$ cat src/rtl/piezo_seq_if.sv
// Bundle of alarm request inputs and piezo drive/status outputs for piezo_seq.
// The slave side is the sequencer; the master side is the control logic or bench.
interface piezo_seq_if;
    logic       en_steer;
    logic       ovr_spd;
    logic       batt_low;
    logic       mute;
    logic       piezo;
    logic       piezo_n;
    logic       busy;
    logic [1:0] cur_src;
    logic [2:0] note_idx;

    modport slave (
        input  en_steer,
        input  ovr_spd,
        input  batt_low,
        input  mute,
        output piezo,
        output piezo_n,
        output busy,
        output cur_src,
        output note_idx
    );

    modport master (
        output en_steer,
        output ovr_spd,
        output batt_low,
        output mute,
        input  piezo,
        input  piezo_n,
        input  busy,
        input  cur_src,
        input  note_idx
    );
endinterface

$ cat src/rtl/piezo_seq.sv
// Priority-arbitrated piezo alarm sequencer: plays a per-source note pattern on a
// differential pin pair, with mute, status outputs and a time-compressed sim mode.
module piezo_seq #(
    parameter int unsigned CLK_HZ     = 50000000,
    parameter bit          FAST_SIM   = 1'b0,
    parameter int unsigned FAST_SHIFT = 12,
    parameter int unsigned REPEAT_CYC = 150000000
) (
    input  logic        clk,
    input  logic        rst_n,
    piezo_seq_if.slave  pz_if
);

    localparam int unsigned CW = ($clog2(REPEAT_CYC) > 25) ? $clog2(REPEAT_CYC) : 25;

    function automatic int unsigned scale(input int unsigned v);
        int unsigned s;
        if (FAST_SIM) begin
            s = v >> FAST_SHIFT;
            if (s == 32'd0) begin
                s = 32'd1;
            end else begin
                s = s;
            end
        end else begin
            s = v;
        end
        return s;
    endfunction

    localparam logic [CW-1:0] ONE    = CW'(32'd1);
    localparam logic [CW-1:0] HP_G6  = CW'(scale(CLK_HZ / (32'd2 * 32'd1568)));
    localparam logic [CW-1:0] HP_C7  = CW'(scale(CLK_HZ / (32'd2 * 32'd2093)));
    localparam logic [CW-1:0] HP_E7  = CW'(scale(CLK_HZ / (32'd2 * 32'd2637)));
    localparam logic [CW-1:0] HP_G7  = CW'(scale(CLK_HZ / (32'd2 * 32'd3136)));
    localparam logic [CW-1:0] DUR_N  = CW'(scale(32'd8388608));
    localparam logic [CW-1:0] DUR_L  = CW'(scale(32'd12582912));
    localparam logic [CW-1:0] DUR_S  = CW'(scale(32'd4194304));
    localparam logic [CW-1:0] DUR_XL = CW'(scale(32'd16777216));
    localparam logic [CW-1:0] REP_M1 = CW'(scale(REPEAT_CYC) - 32'd1);

    typedef enum logic [1:0] {
        S_IDLE = 2'd0,
        S_PLAY = 2'd1,
        S_GAP  = 2'd2
    } state_e;

    // Source 2 walks the fanfare backwards; the others use the position directly.
    function automatic logic [2:0] note_of(input logic [1:0] src, input logic [2:0] pos);
        logic [2:0] n;
        case (src)
            2'd2:    n = 3'd5 - pos;
            default: n = pos;
        endcase
        return n;
    endfunction

    function automatic logic [CW-1:0] hp_of(input logic [2:0] note);
        logic [CW-1:0] h;
        case (note)
            3'd0:       h = HP_G6;
            3'd1:       h = HP_C7;
            3'd2, 3'd4: h = HP_E7;
            3'd3, 3'd5: h = HP_G7;
            default:    h = HP_G6;
        endcase
        return h;
    endfunction

    function automatic logic [CW-1:0] dur_of(input logic [2:0] note);
        logic [CW-1:0] d;
        case (note)
            3'd3:    d = DUR_L;
            3'd4:    d = DUR_S;
            3'd5:    d = DUR_XL;
            default: d = DUR_N;
        endcase
        return d;
    endfunction

    state_e        state_q, state_d;
    logic [1:0]    src_q, src_d;
    logic [2:0]    pos_q, pos_d;
    logic [CW-1:0] dur_q, dur_d;
    logic [CW-1:0] hp_q, hp_d;
    logic [CW-1:0] rep_q, rep_d;
    logic          pin_q, pin_d;
    logic [1:0]    sel_s;
    logic [2:0]    note_s;
    logic          start_s;
    logic          idle_s;
    logic          sound_s;

    logic          piezo_q;
    logic          piezo_n_q;
    logic          busy_q;
    logic [1:0]    cur_src_q;
    logic [2:0]    note_idx_q;

    // Fixed-priority request selection.
    always_comb begin
        sel_s = 2'd0;
        if (pz_if.ovr_spd) begin
            sel_s = 2'd3;
        end else if (pz_if.batt_low) begin
            sel_s = 2'd2;
        end else if (pz_if.en_steer) begin
            sel_s = 2'd1;
        end else begin
            sel_s = 2'd0;
        end
    end

    // Sequencer state register.
    always_ff @(posedge clk) begin
        if (!rst_n) begin
            state_q <= S_IDLE;
            src_q   <= 2'd0;
            pos_q   <= 3'd0;
            dur_q   <= '0;
            hp_q    <= '0;
            rep_q   <= '0;
            pin_q   <= 1'b0;
        end else begin
            state_q <= state_d;
            src_q   <= src_d;
            pos_q   <= pos_d;
            dur_q   <= dur_d;
            hp_q    <= hp_d;
            rep_q   <= rep_d;
            pin_q   <= pin_d;
        end
    end

    // Next-state logic: arbitration, note stepping, tone toggling and repeat timing.
    always_comb begin
        state_d = state_q;
        src_d   = src_q;
        pos_d   = pos_q;
        dur_d   = dur_q;
        hp_d    = hp_q;
        rep_d   = rep_q;
        pin_d   = pin_q;
        start_s = 1'b0;
        idle_s  = 1'b0;
        note_s  = note_of(src_q, pos_q);

        case (state_q)
            S_IDLE: begin
                if (sel_s != 2'd0) begin
                    start_s = 1'b1;
                end else begin
                    idle_s = 1'b1;
                end
            end
            S_PLAY: begin
                if (sel_s == 2'd0) begin
                    idle_s = 1'b1;
                end else if (sel_s != src_q) begin
                    start_s = 1'b1;
                end else begin
                    // The looping source never enters GAP, so its repeat count stays parked.
                    if ((src_q != 2'd3) && (rep_q != REP_M1)) begin
                        rep_d = rep_q + ONE;
                    end else begin
                        rep_d = rep_q;
                    end
                    if (dur_q == dur_of(note_s) - ONE) begin
                        dur_d = '0;
                        hp_d  = '0;
                        pin_d = 1'b1;
                        if (src_q == 2'd3) begin
                            pos_d = (pos_q == 3'd2) ? 3'd0 : pos_q + 3'd1;
                        end else if (pos_q == 3'd5) begin
                            state_d = S_GAP;
                            pos_d   = 3'd0;
                            pin_d   = 1'b0;
                        end else begin
                            pos_d = pos_q + 3'd1;
                        end
                    end else begin
                        dur_d = dur_q + ONE;
                        if (hp_q == hp_of(note_s) - ONE) begin
                            hp_d  = '0;
                            pin_d = ~pin_q;
                        end else begin
                            hp_d  = hp_q + ONE;
                            pin_d = pin_q;
                        end
                    end
                end
            end
            S_GAP: begin
                if (sel_s == 2'd0) begin
                    idle_s = 1'b1;
                end else if ((sel_s != src_q) || (rep_q == REP_M1)) begin
                    start_s = 1'b1;
                end else begin
                    rep_d = rep_q + ONE;
                end
            end
            default: begin
                idle_s = 1'b1;
            end
        endcase

        if (idle_s) begin
            state_d = S_IDLE;
            src_d   = 2'd0;
            pos_d   = 3'd0;
            dur_d   = '0;
            hp_d    = '0;
            rep_d   = '0;
            pin_d   = 1'b0;
        end else if (start_s) begin
            state_d = S_PLAY;
            src_d   = sel_s;
            pos_d   = 3'd0;
            dur_d   = '0;
            hp_d    = '0;
            rep_d   = '0;
            pin_d   = 1'b1;
        end else begin
            state_d = state_d;
        end
    end

    // Pins are driven only while a tone is sounding and not muted.
    always_comb begin
        sound_s = (state_d == S_PLAY) && !pz_if.mute;
    end

    // Registered pin and status outputs, derived from the next state.
    always_ff @(posedge clk) begin
        if (!rst_n) begin
            piezo_q    <= 1'b0;
            piezo_n_q  <= 1'b0;
            busy_q     <= 1'b0;
            cur_src_q  <= 2'd0;
            note_idx_q <= 3'd0;
        end else begin
            piezo_q    <= sound_s & pin_d;
            piezo_n_q  <= sound_s & ~pin_d;
            busy_q     <= (state_d != S_IDLE);
            cur_src_q  <= src_d;
            note_idx_q <= (state_d == S_PLAY) ? note_of(src_d, pos_d) : 3'd0;
        end
    end

    assign pz_if.piezo    = piezo_q;
    assign pz_if.piezo_n  = piezo_n_q;
    assign pz_if.busy     = busy_q;
    assign pz_if.cur_src  = cur_src_q;
    assign pz_if.note_idx = note_idx_q;

endmodule

$ cat src/flat_wrapper.sv
// flat-port wrapper written by rule: the top's interface ports become plain ports
module piezo_seq_flat 
#(
    parameter int unsigned CLK_HZ     = 50000000,
    parameter bit          FAST_SIM   = 1'b0,
    parameter int unsigned FAST_SHIFT = 12,
    parameter int unsigned REPEAT_CYC = 150000000
)
  (clk, rst_n, pz_if_en_steer, pz_if_ovr_spd, pz_if_batt_low, pz_if_mute, pz_if_piezo, pz_if_piezo_n, pz_if_busy, pz_if_cur_src, pz_if_note_idx);
  piezo_seq_if pz_if_i ();
  input  logic clk;
  input  logic rst_n;
  input wire logic [$bits(pz_if_i.en_steer)-1:0] pz_if_en_steer;
  input wire logic [$bits(pz_if_i.ovr_spd)-1:0] pz_if_ovr_spd;
  input wire logic [$bits(pz_if_i.batt_low)-1:0] pz_if_batt_low;
  input wire logic [$bits(pz_if_i.mute)-1:0] pz_if_mute;
  output wire logic [$bits(pz_if_i.piezo)-1:0] pz_if_piezo;
  output wire logic [$bits(pz_if_i.piezo_n)-1:0] pz_if_piezo_n;
  output wire logic [$bits(pz_if_i.busy)-1:0] pz_if_busy;
  output wire logic [$bits(pz_if_i.cur_src)-1:0] pz_if_cur_src;
  output wire logic [$bits(pz_if_i.note_idx)-1:0] pz_if_note_idx;
  assign pz_if_i.en_steer = pz_if_en_steer;
  assign pz_if_i.ovr_spd = pz_if_ovr_spd;
  assign pz_if_i.batt_low = pz_if_batt_low;
  assign pz_if_i.mute = pz_if_mute;
  assign pz_if_piezo = pz_if_i.piezo;
  assign pz_if_piezo_n = pz_if_i.piezo_n;
  assign pz_if_busy = pz_if_i.busy;
  assign pz_if_cur_src = pz_if_i.cur_src;
  assign pz_if_note_idx = pz_if_i.note_idx;
  piezo_seq #(.CLK_HZ(CLK_HZ), .FAST_SIM(FAST_SIM), .FAST_SHIFT(FAST_SHIFT), .REPEAT_CYC(REPEAT_CYC)) u_core (.clk(clk), .rst_n(rst_n), .pz_if(pz_if_i));
endmodule
$ cat config.mk
export PLATFORM = sky130hd
export DESIGN_NAME = piezo_seq_flat
export DESIGN_NICKNAME = d
export VERILOG_FILES = /design/src/rtl/piezo_seq_if.sv /design/src/rtl/piezo_seq.sv /design/src/flat_wrapper.sv
export SDC_FILE = /design/constraint.sdc
export NUM_CORES = 1
export LEC_CHECK = 0
export ABC_AREA = 1
export BUFFER_PORTS_ARGS = -buffer_cell sky130_fd_sc_hd__buf_2
export CAP_MARGIN = 20
export CORE_MARGIN = 4
export CORE_UTILIZATION = 40
export CTS_BUF_LIST = sky130_fd_sc_hd__clkbuf_4 sky130_fd_sc_hd__clkbuf_8 sky130_fd_sc_hd__clkbuf_16
export DETAILED_ROUTE_END_ITERATION = 10
export MAX_ROUTING_LAYER = met4
export PLACE_DENSITY_LB_ADDON = 0.05
export SYNTH_ARGS = -nofsm -noshare
export SYNTH_HDL_FRONTEND = slang
export SYNTH_SLANG_ARGS = --single-unit
$ cat constraint.sdc
create_clock -name clk -period 6.6 [get_ports clk]
set_clock_uncertainty 0.1 [all_clocks]
set_input_delay 1.32 -clock clk [delete_from_list [all_inputs] [get_ports clk]]
set_output_delay 1.32 -clock clk [all_outputs]
set_load 0.02 [all_outputs]
Word level (Yosys, flattened, before mapping)
Index checks and enable logic that the tools add are counted.
{"block": "word_totals", "reg_bits": 98, "inputBits": 6, "output_inout_bits": 8, "word_cells": 126}
{"block": "op_classes", "n_addsub": 8, "n_eq_ne": 24, "n_mux": 60, "bitwise_logic": 7, "n_reduce_logical": 16}
{"op": "2-to-1 mux 28 bit", "count": 15}
{"op": "adder 28 x 1 -> 28 bit (second input constant)", "count": 3}
{"op": "one-hot mux 25 bit (3 select lines)", "count": 1}
{"op": "== test 28 bit", "count": 2}
{"op": "one-hot mux 28 bit (2 select lines)", "count": 1}
{"op": "subtractor 28 x 1 -> 28 bit (second input constant)", "count": 2}
{"op": "one-hot mux 14 bit (3 select lines)", "count": 1}
{"op": "2-to-1 mux 3 bit", "count": 11}
{"op": "== test 28 bit (second input constant)", "count": 1}
{"op": "!= test 28 bit (second input constant)", "count": 1}
{"op": "2-to-1 mux 2 bit", "count": 12}
{"op": "2-to-1 mux 1 bit", "count": 17}
{"op": "!= test 2 bit (second input constant)", "count": 5}
{"op": "== test 3 x 2 -> 1 bit (second input constant)", "count": 3}
{"op": "== test 3 bit (second input constant)", "count": 3}
{"op": "== test 2 bit (second input constant)", "count": 4}
{"op": "AND reduction 6 bit", "count": 1}
{"op": "nonzero test 2 bit", "count": 3}
{"op": "OR reduction 2 bit", "count": 3}
{"op": "subtractor 3 bit (first input constant)", "count": 2}
{"op": "NOT 1 bit", "count": 5}
{"op": "== test 2 x 1 -> 1 bit (second input constant)", "count": 2}
{"op": "logical NOT 2 bit", "count": 2}
{"op": "adder 3 x 1 -> 3 bit (second input constant)", "count": 1}
{"op": "other kinds (12)", "count": 14}

Depth between registers and ports, before layout
Gate-level depths: netlist of the first run.
{"block": "logic_depth", "ltp_word": 24, "depth_mapped": 25, "depth_no_buf": 25}

Least setup slack after synthesis of the first run
Ideal clock, no wire load.
{"block": "synth_timing", "path_kind": "flip-flop to flip-flop", "start": "register u_core.pos_q[1]", "end": "register u_core.hp_q[16]", "setup_ns": 0.119, "arrival_time_ns": 2.775, "t_required_ns": 6.381, "setup_slack_ns": 3.606, "path_stages_with_launch": 24, "n_path_buf": 1, "period_less_slack_ns": 2.994, "path_cell_list": "dfxtp_1 -> inv_1 -> ha_1 -> inv_1 -> nand3_1 -> nand3_2 -> nand2_2 -> nand2_1 -> nand2_1 -> inv_1 -> ha_1 -> a21oi_1 -> nand2_1 -> nor2_1 -> nand2_1 -> nor2_1 -> nand2_1 -> nor2_1 -> nand3_1 -> nand2_2 -> inv_2 -> buf_4 -> nand2_1 -> a21oi_1"}
{"block": "synth_via", "elab_chain_cells": 13, "word_cells_on_any_way": 24, "classes_between": "add/sub: 3; eq/ne: 7; mux: 12; reduce/logical: 2"}
{"element": "from (decl)", "line_no": "piezo_seq.sv:83", "source": "logic [2:0] pos_q, pos_d;"}
{"element": "from (signal assigned)", "line_no": "piezo_seq.sv:127", "source": "pos_q <= pos_d;"}
{"element": "subtractor 3 bit", "line_no": "piezo_seq.sv:52", "source": "2'd2: n = 3'd5 - pos;"}
{"element": "2-to-1 mux 3 bit (*)", "line_no": "piezo_seq.sv:51", "source": "case (src)"}
{"element": "== test 3 x 2 -> 1 bit, or another cell as far along", "line_no": "piezo_seq.sv:60, piezo_seq.sv:72"}
{"element": "OR reduction 2 bit", "line_no": "piezo_seq.sv:60", "source": "case (note)"}
{"element": "one-hot mux 14 bit (3 select lines)", "line_no": "piezo_seq.sv:60"}
{"element": "2-to-1 mux 28 bit", "line_no": "piezo_seq.sv:168", "source": "if (dur_q == dur_of(note_s) - ONE) begin"}
{"element": "2-to-1 mux 28 bit", "line_no": "piezo_seq.sv:159", "source": "end else if (sel_s != src_q) begin"}
{"element": "2-to-1 mux 28 bit", "line_no": "piezo_seq.sv:157", "source": "if (sel_s == 2'd0) begin"}
{"element": "2-to-1 mux 28 bit", "line_no": "piezo_seq.sv:148", "source": "case (state_q)"}
{"element": "subtractor 28 x 1 -> 28 bit", "line_no": "piezo_seq.sv:183", "source": "if (hp_q == hp_of(note_s) - ONE) begin"}
{"element": "== test 28 bit", "line_no": "piezo_seq.sv:183"}
{"element": "2-to-1 mux 28 bit", "line_no": "piezo_seq.sv:183"}
{"element": "2-to-1 mux 28 bit (*)", "line_no": "piezo_seq.sv:168"}
{"element": "to (signal assigned)", "line_no": "piezo_seq.sv:129", "source": "hp_q <= hp_d;"}
{"element": "to (decl)", "line_no": "piezo_seq.sv:85", "source": "logic [CW-1:0] hp_q, hp_d;"}
Every way passes the cells marked *; elsewhere a longest branch is shown, timed or not. The select of a mux whose other input is x is not followed.
A chain may end at the register's enable or synchronous reset.

Worst setup path in the final report of the first run
{"block": "layout_timing", "start": "register u_core.pos_q[1]", "end": "register u_core.hp_q[24]"}
The elaborated chain is that of the path after synthesis.

==> flow_summary.ini, run 1 <==
[clock_network]
cts.sinks = 98
postCtsResizedCells = 0
cts_tree = yes
ctsHoldBuffers = 0
clk_latency_ns = 0.36
cts.clk_slew.worst_paths_ns = 0.08
clockRootBuffer = clkbuf_16
clock_tree.buffer_depth = 2
post-cts-setup-buffers = 0
htree_levels = 3
numCtsBuffers = 9

[logic_synthesis]
synth_edf_count = 0
synth_area_per_cell_sq_um = 6.70
synth_seq_cells = 98
syn_nets = 920
netlist_area_sq_um = 6050
ys.flop_type = dfxtp_1
yosysSeqAreaShare_pct = 32.4
ys_warn_count = 0
syn-instance-count = 902
ys_types = 47
synthArstFlopShare_pct = 0

[route]
drtAntennaViolNets = 0
vias = 5607
drtIter0Drc = 279
routedWlPerCell_um = 13.0
drc = 0
dr.pass1.iters = 5
wirelength_um = 14300
via_per_inst = 5.11

[worst_setup_path]
critPathLaunchType = flop
cp_num_buf_inv = 4
max_stage_delay_ns = 0.45
arrival_ns = 3.83
critical_path_class = flop to flop
end_kind = flop
critPathRequiredTime_ns = 6.71
critPathTopFamily = simple AND/OR/NAND/NOR gates
cp_cell_sequence = inv_1, ha_1, inv_1, nand3_1, nand3_2, nand2_2, nand2_1, nand2_1, inv_1, ha_1, a21oi_1, nand2_1, nor2_1, nand2_1, nor2_1, nand2_1, nor2_1, nand3_1, nand2_2, inv_2, nand3_1, a21oi_1
crit_path_frequent_cell = nand2_1
cp_slowest_cell = dfxtp_1
cp_max_fo = 21

[placement]
portBuffers = 13
gp_congestion = 0.883
dp_hpwl_um = 10600
placed_cell_area_sq_um = 6230

[final_layout]
fin_area_sq_um = 6570
seqCellArea_sq_um = 1960
area_growth_pct = 8.57
diodes = 0
fin_nets = 926
fill_cells = 1542
drive_gt1_share_pct = 10.4
final_cell_mix = 215 x nand2_1, 115 x nor2_1, 98 x dfxtp_1
multiInputGateArea_sq_um = 3590
final_common_cell = nand2_1

[timing]
fin_crit_sh_pct = 56.4
whs_ns = 0.393
max_freq_mhz = 269
rsz0062_at_grt = no
period_needed_ns = 3.72
worst_pin_slew_ns = 0.648
hold_viol_final = 0
slew_headroom_pct = 56.8
finalSetupViolCount = 0
drv_slew = 0
final.setup.tns_ns = 0

[pwr]
p_leak_uw = 0.00242
power_density_nw_per_um2 = 203
ir_drop_mv = 0.119

[die]
io_pins = 14
core_sq_um = 14600
die_x_um = 131
initial_core_util_pct = 41.3
rows = 44
die_area_sq_um = 17100
die_h_um = 131

[run_status]
status = completed

[global_routing]
grt_usage_pct = 18.3
grt_max_degree = 61
grt_antenna_before_repair = 0
grt_pass1_wl_um = 25000
grt_pass1_vias = 5390
grt.overflow.total = 0

[run]
drv_cap = 0

[hold_path]
worstHoldPathType = flop to flop
==> path summary, 6_finish.rpt <==
path	startpoint	slack, ns	cells after the start	end
setup reg to reg	u_core.pos_q[1]$_SDFF_PN0_	2.88	22	u_core.hp_q[24]$_SDFFE_PP0P_
hold / removal	u_core.rep_q[1]$_SDFFE_PP0P_	0.39	2	u_core.rep_q[1]$_SDFFE_PP0P_
setup / recovery	u_core.pos_q[1]$_SDFF_PN0_	2.88	22	u_core.hp_q[24]$_SDFFE_PP0P_
hold reg to reg	u_core.rep_q[1]$_SDFFE_PP0P_	0.39	2	u_core.rep_q[1]$_SDFFE_PP0P_
==> registers in the layout, summed over array words and instances, names as in the netlist <==
register               flops
u_core.dur_q              28
u_core.hp_q               28
u_core.rep_q              28
u_core.pos_q               3
u_core.pz_if.note_idx      3
u_core.src_q               2
u_core.state_q             2
u_core.pin_q               1
u_core.pz_if.busy          1
u_core.pz_if.piezo         1
u_core.pz_if.piezo_n       1
==> cells by family (layout without fill, tap and decap cells) <==
kind of cell	count (synthesis)	after routing	share of synthesized area [%]
adder cells (fa/ha/maj)	12	12	2.48
AO/OA/AOI/OAI	97	97	8.63
AND/OR/NAND/NOR	533	533	42.0
buffers and inverters	120	131	8.21
XOR/XNOR	42	42	6.21
flip-flops	98	98	32.4
==> layout make-up <==
type,count,area share (%)
inverter,102,5.89
tap,184,3.51
clock buffer,10,3.64
clock inverter,6,1.43
timing repair buffer,13,0.991
multi-input combinational,684,54.7
sequential,98,29.9
==> power breakdown <==
part / switching [uW] / total [uW] / internal (uW)
Clock: 249 / 596 / 347
Combinational: 96.6 / 134 / 37.4
Sequential: 5.53 / 602 / 597
==> cell usage after synthesis (2+ instances only) <==
| library cell | count | share of area [%] |
|---|---|---|
| a31oi_1 | 4 | 0.41 |
| nor3_1 | 35 | 2.9 |
| nand2_1 | 215 | 13 |
| o21ai_1 | 5 | 0.41 |
| nand3_2 | 5 | 0.83 |
| nor3_4 | 2 | 0.54 |
| nand4_1 | 28 | 2.9 |
| nor3b_2 | 2 | 0.41 |
| nand3b_1 | 5 | 0.62 |
| nor2_4 | 5 | 0.93 |
| a21oi_1 | 65 | 5.4 |
| nor3b_1 | 2 | 0.25 |
| ha_1 | 12 | 2.5 |
| nor2_8 | 2 | 0.66 |
| or2_2 | 6 | 0.62 |
| dfxtp_1 | 98 | 32 |
| o21a_1 | 2 | 0.25 |
| xor2_1 | 30 | 4.3 |
| buf_6 | 4 | 0.74 |
| nand4_2 | 2 | 0.41 |
| nor4_1 | 8 | 0.83 |
| o21bai_1 | 2 | 0.25 |
| o21ai_0 | 15 | 1.2 |
| nor2_1 | 115 | 7.1 |
| nand2_4 | 3 | 0.56 |
| nor3_2 | 3 | 0.50 |
| clkinv_1 | 2 | 0.12 |
| nand2_2 | 7 | 0.72 |
| nor2_2 | 13 | 1.3 |
| or2_0 | 2 | 0.21 |
| inv_2 | 9 | 0.56 |
| xnor2_1 | 11 | 1.6 |
| inv_1 | 89 | 5.5 |
| or2_1 | 2 | 0.21 |
| nand3_1 | 69 | 5.7 |
| buf_2 | 7 | 0.58 |
| clkbuf_1 | 6 | 0.37 |
==> tightest hold or removal path, stage by stage, from the launching register on <==
cell and delay (ns):
dfxtp_1 0.33, nand2_1 0.07, a21oi_1 0.05
==> per-stage QoR <==
step	std cells	setup WS (ns)	power (uW)	utilization, %
floorplan	902	3.61	725	-
global placement	1081	2.97	750	42.6
detailed placement	1081	2.91	751	42.6
CTS	1097	2.89	1350	44.8
global route	1097	2.51	1390	44.8
finish	1097	2.88	1330	44.8
==> metal layers <==
metal / vias up / routed length, um / GRT usage, %
li1: 2946 / - / -
met1: 2562 / 7320 / 24.7
met2: 77 / 6360 / 28.0
met3: 22 / 359 / 2.48
met4: 0 / 264 / 6.90
met5: - / 0 / -
Power figures use the tool's default switching activity.
==> run 2: changes to the inputs <==
- clock period: 6.6 -> 3.6 ns (I/O delays scaled with it)
==> run 2 against run 1 <==
Sequential cell count is the same. Worst hold slack gained 0.0017 ns. Sequential share of layout area is essentially flat. Clock power grew 73%. Core utilization is essentially flat. Total power grew 79%.
==> flow_summary.ini, run 2 (same netlist as run 1, synthesis figures left out) <==
[placement]
placed_cells = 1083
portBuffers = 13
dp_hpwl_um = 10600
pre_cts_ws_ns = 0.266
gp_congestion = 0.909

[worst_setup_path]
cp_max_fo = 21
crit_path_frequent_cell = nand2_1
cp_slowest_cell = dfxtp_2
cp_cell_sequence = inv_1, ha_1, inv_1, nand3_1, nand3_2, nand2_2, nand2_1, nand2_1, inv_1, ha_1, a21oi_1, nand2_1, nor2_1, nand2_1, nor2_1, nand2_1, nor2_1, nand3_1, nand2_2, inv_4, o21ai_1, a21oi_1
critical_path_class = flop to flop
end_kind = flop
critPathRequiredTime_ns = 3.71
max_stage_delay_ns = 0.39
critPathLaunchType = flop
arrival_ns = 3.30

[final_layout]
fill_cells = 1534
multiInputGateArea_sq_um = 3590
area_growth_pct = 8.59
final_cell_mix = 215 x nand2_1, 115 x nor2_1, 97 x dfxtp_1
top_regs = u_core.dur_q: 28 flops, u_core.hp_q: 28 flops, u_core.rep_q: 28 flops
seqCellArea_sq_um = 1960
final_common_cell = nand2_1
drive_gt1_share_pct = 10.7
final_cell_count_no_fill = 1099
fin_nets = 928
diodes = 0

[pwr]
power_density_nw_per_um2 = 363
ir_drop_mv = 0.242
p_leak_uw = 0.00241

[route]
routedWlPerCell_um = 13.1
drc = 0
dr.pass1.iters = 5
vias = 5594
via_per_inst = 5.09
drtIter0Drc = 341
wirelength_um = 14300
drtAntennaViolNets = 0

[global_routing]
grt_usage_pct = 18.4
grt_max_degree = 61
grt_pass1_wl_um = 24900
grt_pass1_vias = 5319
grt_antenna_before_repair = 0
grt.overflow.total = 0

[hold_path]
worstHoldPathType = flop to flop

[clock_network]
cts.clk_slew.worst_paths_ns = 0.07
numCtsBuffers = 9
clockRootBuffer = clkbuf_16
cts_tree = yes
clock_tree.buffer_depth = 2
post-cts-setup-buffers = 0
clk_latency_ns = 0.36
htree_levels = 3
cts.sinks = 98

[die]
io_pins = 14
die_x_um = 131
core_sq_um = 14600
rows = 44
initial_core_util_pct = 41.3
die_area_sq_um = 17100
die_h_um = 131

[timing]
worst_pin_slew_ns = 0.677
slew_headroom_pct = 54.9
max_freq_mhz = 314
fin_crit_sh_pct = 88.6
drv_slew = 0
setup_slack_ns = 0.410
finalSetupViolCount = 0
period_needed_ns = 3.19
hold_viol_final = 0
rsz0062_at_grt = no
final.setup.tns_ns = 0

[run]
drv_cap = 0

[run_status]
status = completed
## run 2: changes by cell type in the layout (fill, tap and decap cells not counted), sizes merged
cell      change
clkbuf        +1
bufinv        -1
clkinv        +2
clkinvlp      +1
buf           +2
inv           -3
## run 2: path summary, 6_finish.rpt
| check | endpoint | slack [ns] | cells past startpoint | startpoint |
|---|---|---|---|---|
| min | u_core.rep_q[1]$_SDFFE_PP0P_ | 0.39 | 2 | u_core.rep_q[1]$_SDFFE_PP0P_ |
| max reg2reg | u_core.hp_q[7]$_SDFFE_PP0P_ | 0.41 | 22 | u_core.pos_q[1]$_SDFF_PN0_ |
| max | u_core.hp_q[7]$_SDFFE_PP0P_ | 0.41 | 22 | u_core.pos_q[1]$_SDFF_PN0_ |
| min reg2reg | u_core.rep_q[1]$_SDFFE_PP0P_ | 0.39 | 2 | u_core.rep_q[1]$_SDFFE_PP0P_ |
## run 2: worst max-delay path, delay by kind of cell, from the launching register on
family / cells / cell delay (ns)
AND/OR/NAND/NOR: 13 / 1.37
AO/OA/AOI/OAI: 3 / 0.31
adder cells (fa/ha/maj): 2 / 0.57
buffers and inverters: 4 / 0.30
flip-flops: 1 / 0.39
## run 2: what timing repair did
| item | CTS | global route |
|---|---|---|
| setup endpoints to repair | 0 | 21 |
| resized for setup | 0 | 3 |
| hold buffers | 0 | 0 |
## run 2: cell type report
| type | instances | area share [%] |
|---|---|---|
| clock buffer | 11 | 3.85 |
| inverter | 102 | 5.93 |
| sequential | 98 | 29.9 |
| timing repair buffer | 15 | 1.22 |
| multi-input combinational | 684 | 54.6 |
| tap | 184 | 3.51 |
| clock inverter | 5 | 0.953 |
## run 2: per-stage QoR
stage	area [sq um]	hold slack [ns]	utilization, %	power, uW
3_5_place_dp	6250	0.386	42.7	1380
6_report	6570	0.395	44.8	2380
4_1_cts	6560	0.398	44.8	2420
3_3_place_gp	6250	0.375	42.7	1380
5_1_grt	6570	0.422	44.8	2500
2_1_floorplan	6050	0.358	-	1330
## run 2: metal layers
metal	GRT usage (%)	wire length (um)	part of all wire, %	vias up
met5	-	0	0	-
met3	4.39	344	2.4	11
met4	4.30	173	1.2	0
met2	28.4	6460	45	59
li1	-	-	-	2953
met1	24.5	7370	51	2571
## run 2: power by group
part | internal, uW | switching, uW
sequential | 1090 | 10.6
combinational | 69.5 | 180
clock | 580 | 450
total | 1740 | 641
==> run 3: changes to the inputs <==
- CAP_MARGIN: 20 -> unset
- REMOVE_ABC_BUFFERS: unset -> 1
==> run 3 against run 2 <==
Register-to-register slack better by 0.02 ns. First-iteration DRC count up 7.0%. Total power down 0.47%. Wire length up 1.3%. Clock power about the same. Clock-buffer cell count up 2. Non-clock buffer count up 1. Critical endpoint is now u_core.hp_q[8]$_SDFFE_PP0P_.
==> flow_summary.ini, run 3 (same netlist as run 1, synthesis figures left out) <==
[run_status]
status = completed

[die]
io_pins = 14
die_h_um = 131
core_sq_um = 14600
die_x_um = 131
rows = 44
die_area_sq_um = 17100
initial_core_util_pct = 41.3

[clock_network]
cts_tree = yes
htree_levels = 3
post-cts-setup-buffers = 0
clock_tree.buffer_depth = 2
numCtsBuffers = 9
cts.sinks = 98
cts.clk_slew.worst_paths_ns = 0.06
ctsHoldBuffers = 0
clk_latency_ns = 0.35
clockRootBuffer = clkbuf_16

[worst_setup_path]
cp_max_fo = 21
critPathRequiredTime_ns = 3.72
cp_num_buf_inv = 4
critPathLaunchType = flop
max_stage_delay_ns = 0.39
cp_cell_sequence = inv_1, ha_1, inv_1, nand3_1, nand3_2, nand2_2, nand2_1, nand2_1, inv_1, ha_1, a21oi_1, nand2_1, nor2_1, nand2_1, nor2_1, nand2_1, nor2_1, nand3_2, nand2_4, inv_4, o21ai_1, a21oi_1
critPathTopFamily = simple AND/OR/NAND/NOR gates
end_kind = flop
arrival_ns = 3.29
crit_path_frequent_cell = nand2_1
critical_path_class = flop to flop
cp_slowest_cell = dfxtp_2

[final_layout]
final_cell_mix = 215 x nand2_1, 115 x nor2_1, 97 x dfxtp_1
fin_nets = 929
area_growth_pct = 8.98
drive_gt1_share_pct = 10.8
fill_cells = 1555
top_regs = u_core.dur_q: 28 flops, u_core.hp_q: 28 flops, u_core.rep_q: 28 flops
final_common_cell = nand2_1
final_cell_count_no_fill = 1099
diodes = 0

[timing]
hold_viol_final = 0
drv_slew = 0
setup_slack_ns = 0.429
final.setup.tns_ns = 0
worst_pin_slew_ns = 0.492
max_freq_mhz = 315
fin_crit_sh_pct = 88.1
period_needed_ns = 3.17
finalSetupViolCount = 0
whs_ns = 0.396
slew_headroom_pct = 67.0

[hold_path]
worstHoldPathType = flop to flop

[placement]
dp_hpwl_um = 10900
pre_cts_ws_ns = 0.245
gp_congestion = 0.879
placed_cells = 1084
portBuffers = 13

[global_routing]
grt_pass1_vias = 5207
grt_usage_pct = 18.4
grt.overflow.total = 0
grt_pass1_wl_um = 24900
grt_antenna_before_repair = 0
grt_max_degree = 34

[pwr]
p_clk_share_pct = 42.6
power_density_nw_per_um2 = 360
ir_drop_mv = 0.230
p_leak_uw = 0.00243
seq_power_share_pct = 46.6
power_uw = 2370
internal_power_uw = 1770
p_sw_share_pct = 25.5
switching_power_uw = 606
combinationalPowerShare_pct = 10.8

[route]
dr.pass1.iters = 5
drc = 0
wirelength_um = 14500
vias = 5625
routedWlPerCell_um = 13.2
drtAntennaViolNets = 0
via_per_inst = 5.12
drtIter0Drc = 365

[run]
drv_cap = 0
## run 3: worst reg2reg max path, stage by stage, from the launching register on
cell and delay, ns:
dfxtp_2 0.39, inv_1 0.08, ha_1 0.30, inv_1 0.04
nand3_1 0.10, nand3_2 0.14, nand2_2 0.12, nand2_1 0.12
nand2_1 0.11, inv_1 0.05, ha_1 0.28, a21oi_1 0.15
nand2_1 0.06, nor2_1 0.09, nand2_1 0.06, nor2_1 0.09
nand2_1 0.06, nor2_1 0.15, nand3_2 0.12, nand2_4 0.13
inv_4 0.12, o21ai_1 0.11, a21oi_1 0.08
## run 3: final cells by class
| class | instances | area [sq um] | share of cell area [%] |
|---|---|---|---|
| inverter | 102 | 389 | 5.90 |
| timing repair buffer | 16 | 100 | 1.52 |
| clock inverter | 2 | 35.0 | 0.532 |
| multi-input combinational | 684 | 3600 | 54.6 |
| tap | 184 | 230 | 3.49 |
| clock buffer | 13 | 274 | 4.16 |
| sequential | 98 | 1960 | 29.8 |
## run 3: per-stage QoR
stage                     area (sq um)  util, %
after floorplan                   5940        -
after global placement            6270     42.8
after detailed placement          6270     42.8
after CTS                         6580     44.9
after global routing              6590     45.0
final                             6590     45.0
## run 3: repair_timing
item | 4_1_cts | 5_1_grt
endpoints found under the hold margin | 0 | 0
setup endpoints to repair | 0 | 24
gates resized for setup | 0 | 5
## run 3: final timing paths
| kind | to | depth (start not counted) | slack (ns) | from |
|---|---|---|---|---|
| max | u_core.hp_q[8]$_SDFFE_PP0P_ | 22 | 0.43 | u_core.pos_q[1]$_SDFF_PN0_ |
| min | u_core.dur_q[1]$_SDFFE_PP0P_ | 2 | 0.40 | u_core.dur_q[1]$_SDFFE_PP0P_ |
| max reg2reg | u_core.hp_q[8]$_SDFFE_PP0P_ | 22 | 0.43 | u_core.pos_q[1]$_SDFF_PN0_ |
| min reg2reg | u_core.dur_q[1]$_SDFFE_PP0P_ | 2 | 0.40 | u_core.dur_q[1]$_SDFFE_PP0P_ |
## run 3: power groups by stage
stage | combinational [uW] | clock (uW) | sequential (uW)
floorplan | 175 | 0 | 1140
global placement | 253 | 0 | 1130
detailed placement | 257 | 0 | 1130
CTS | 257 | 1050 | 1110
global route | 290 | 1090 | 1110
finish | 255 | 1010 | 1110
## run 3: routing by layer
layer / GRT usage (%) / share of wire, %
met1: 25.1 / 50
met2: 28.0 / 45
met3: 3.21 / 3.5
met4: 5.26 / 1.6
met5: - / 0
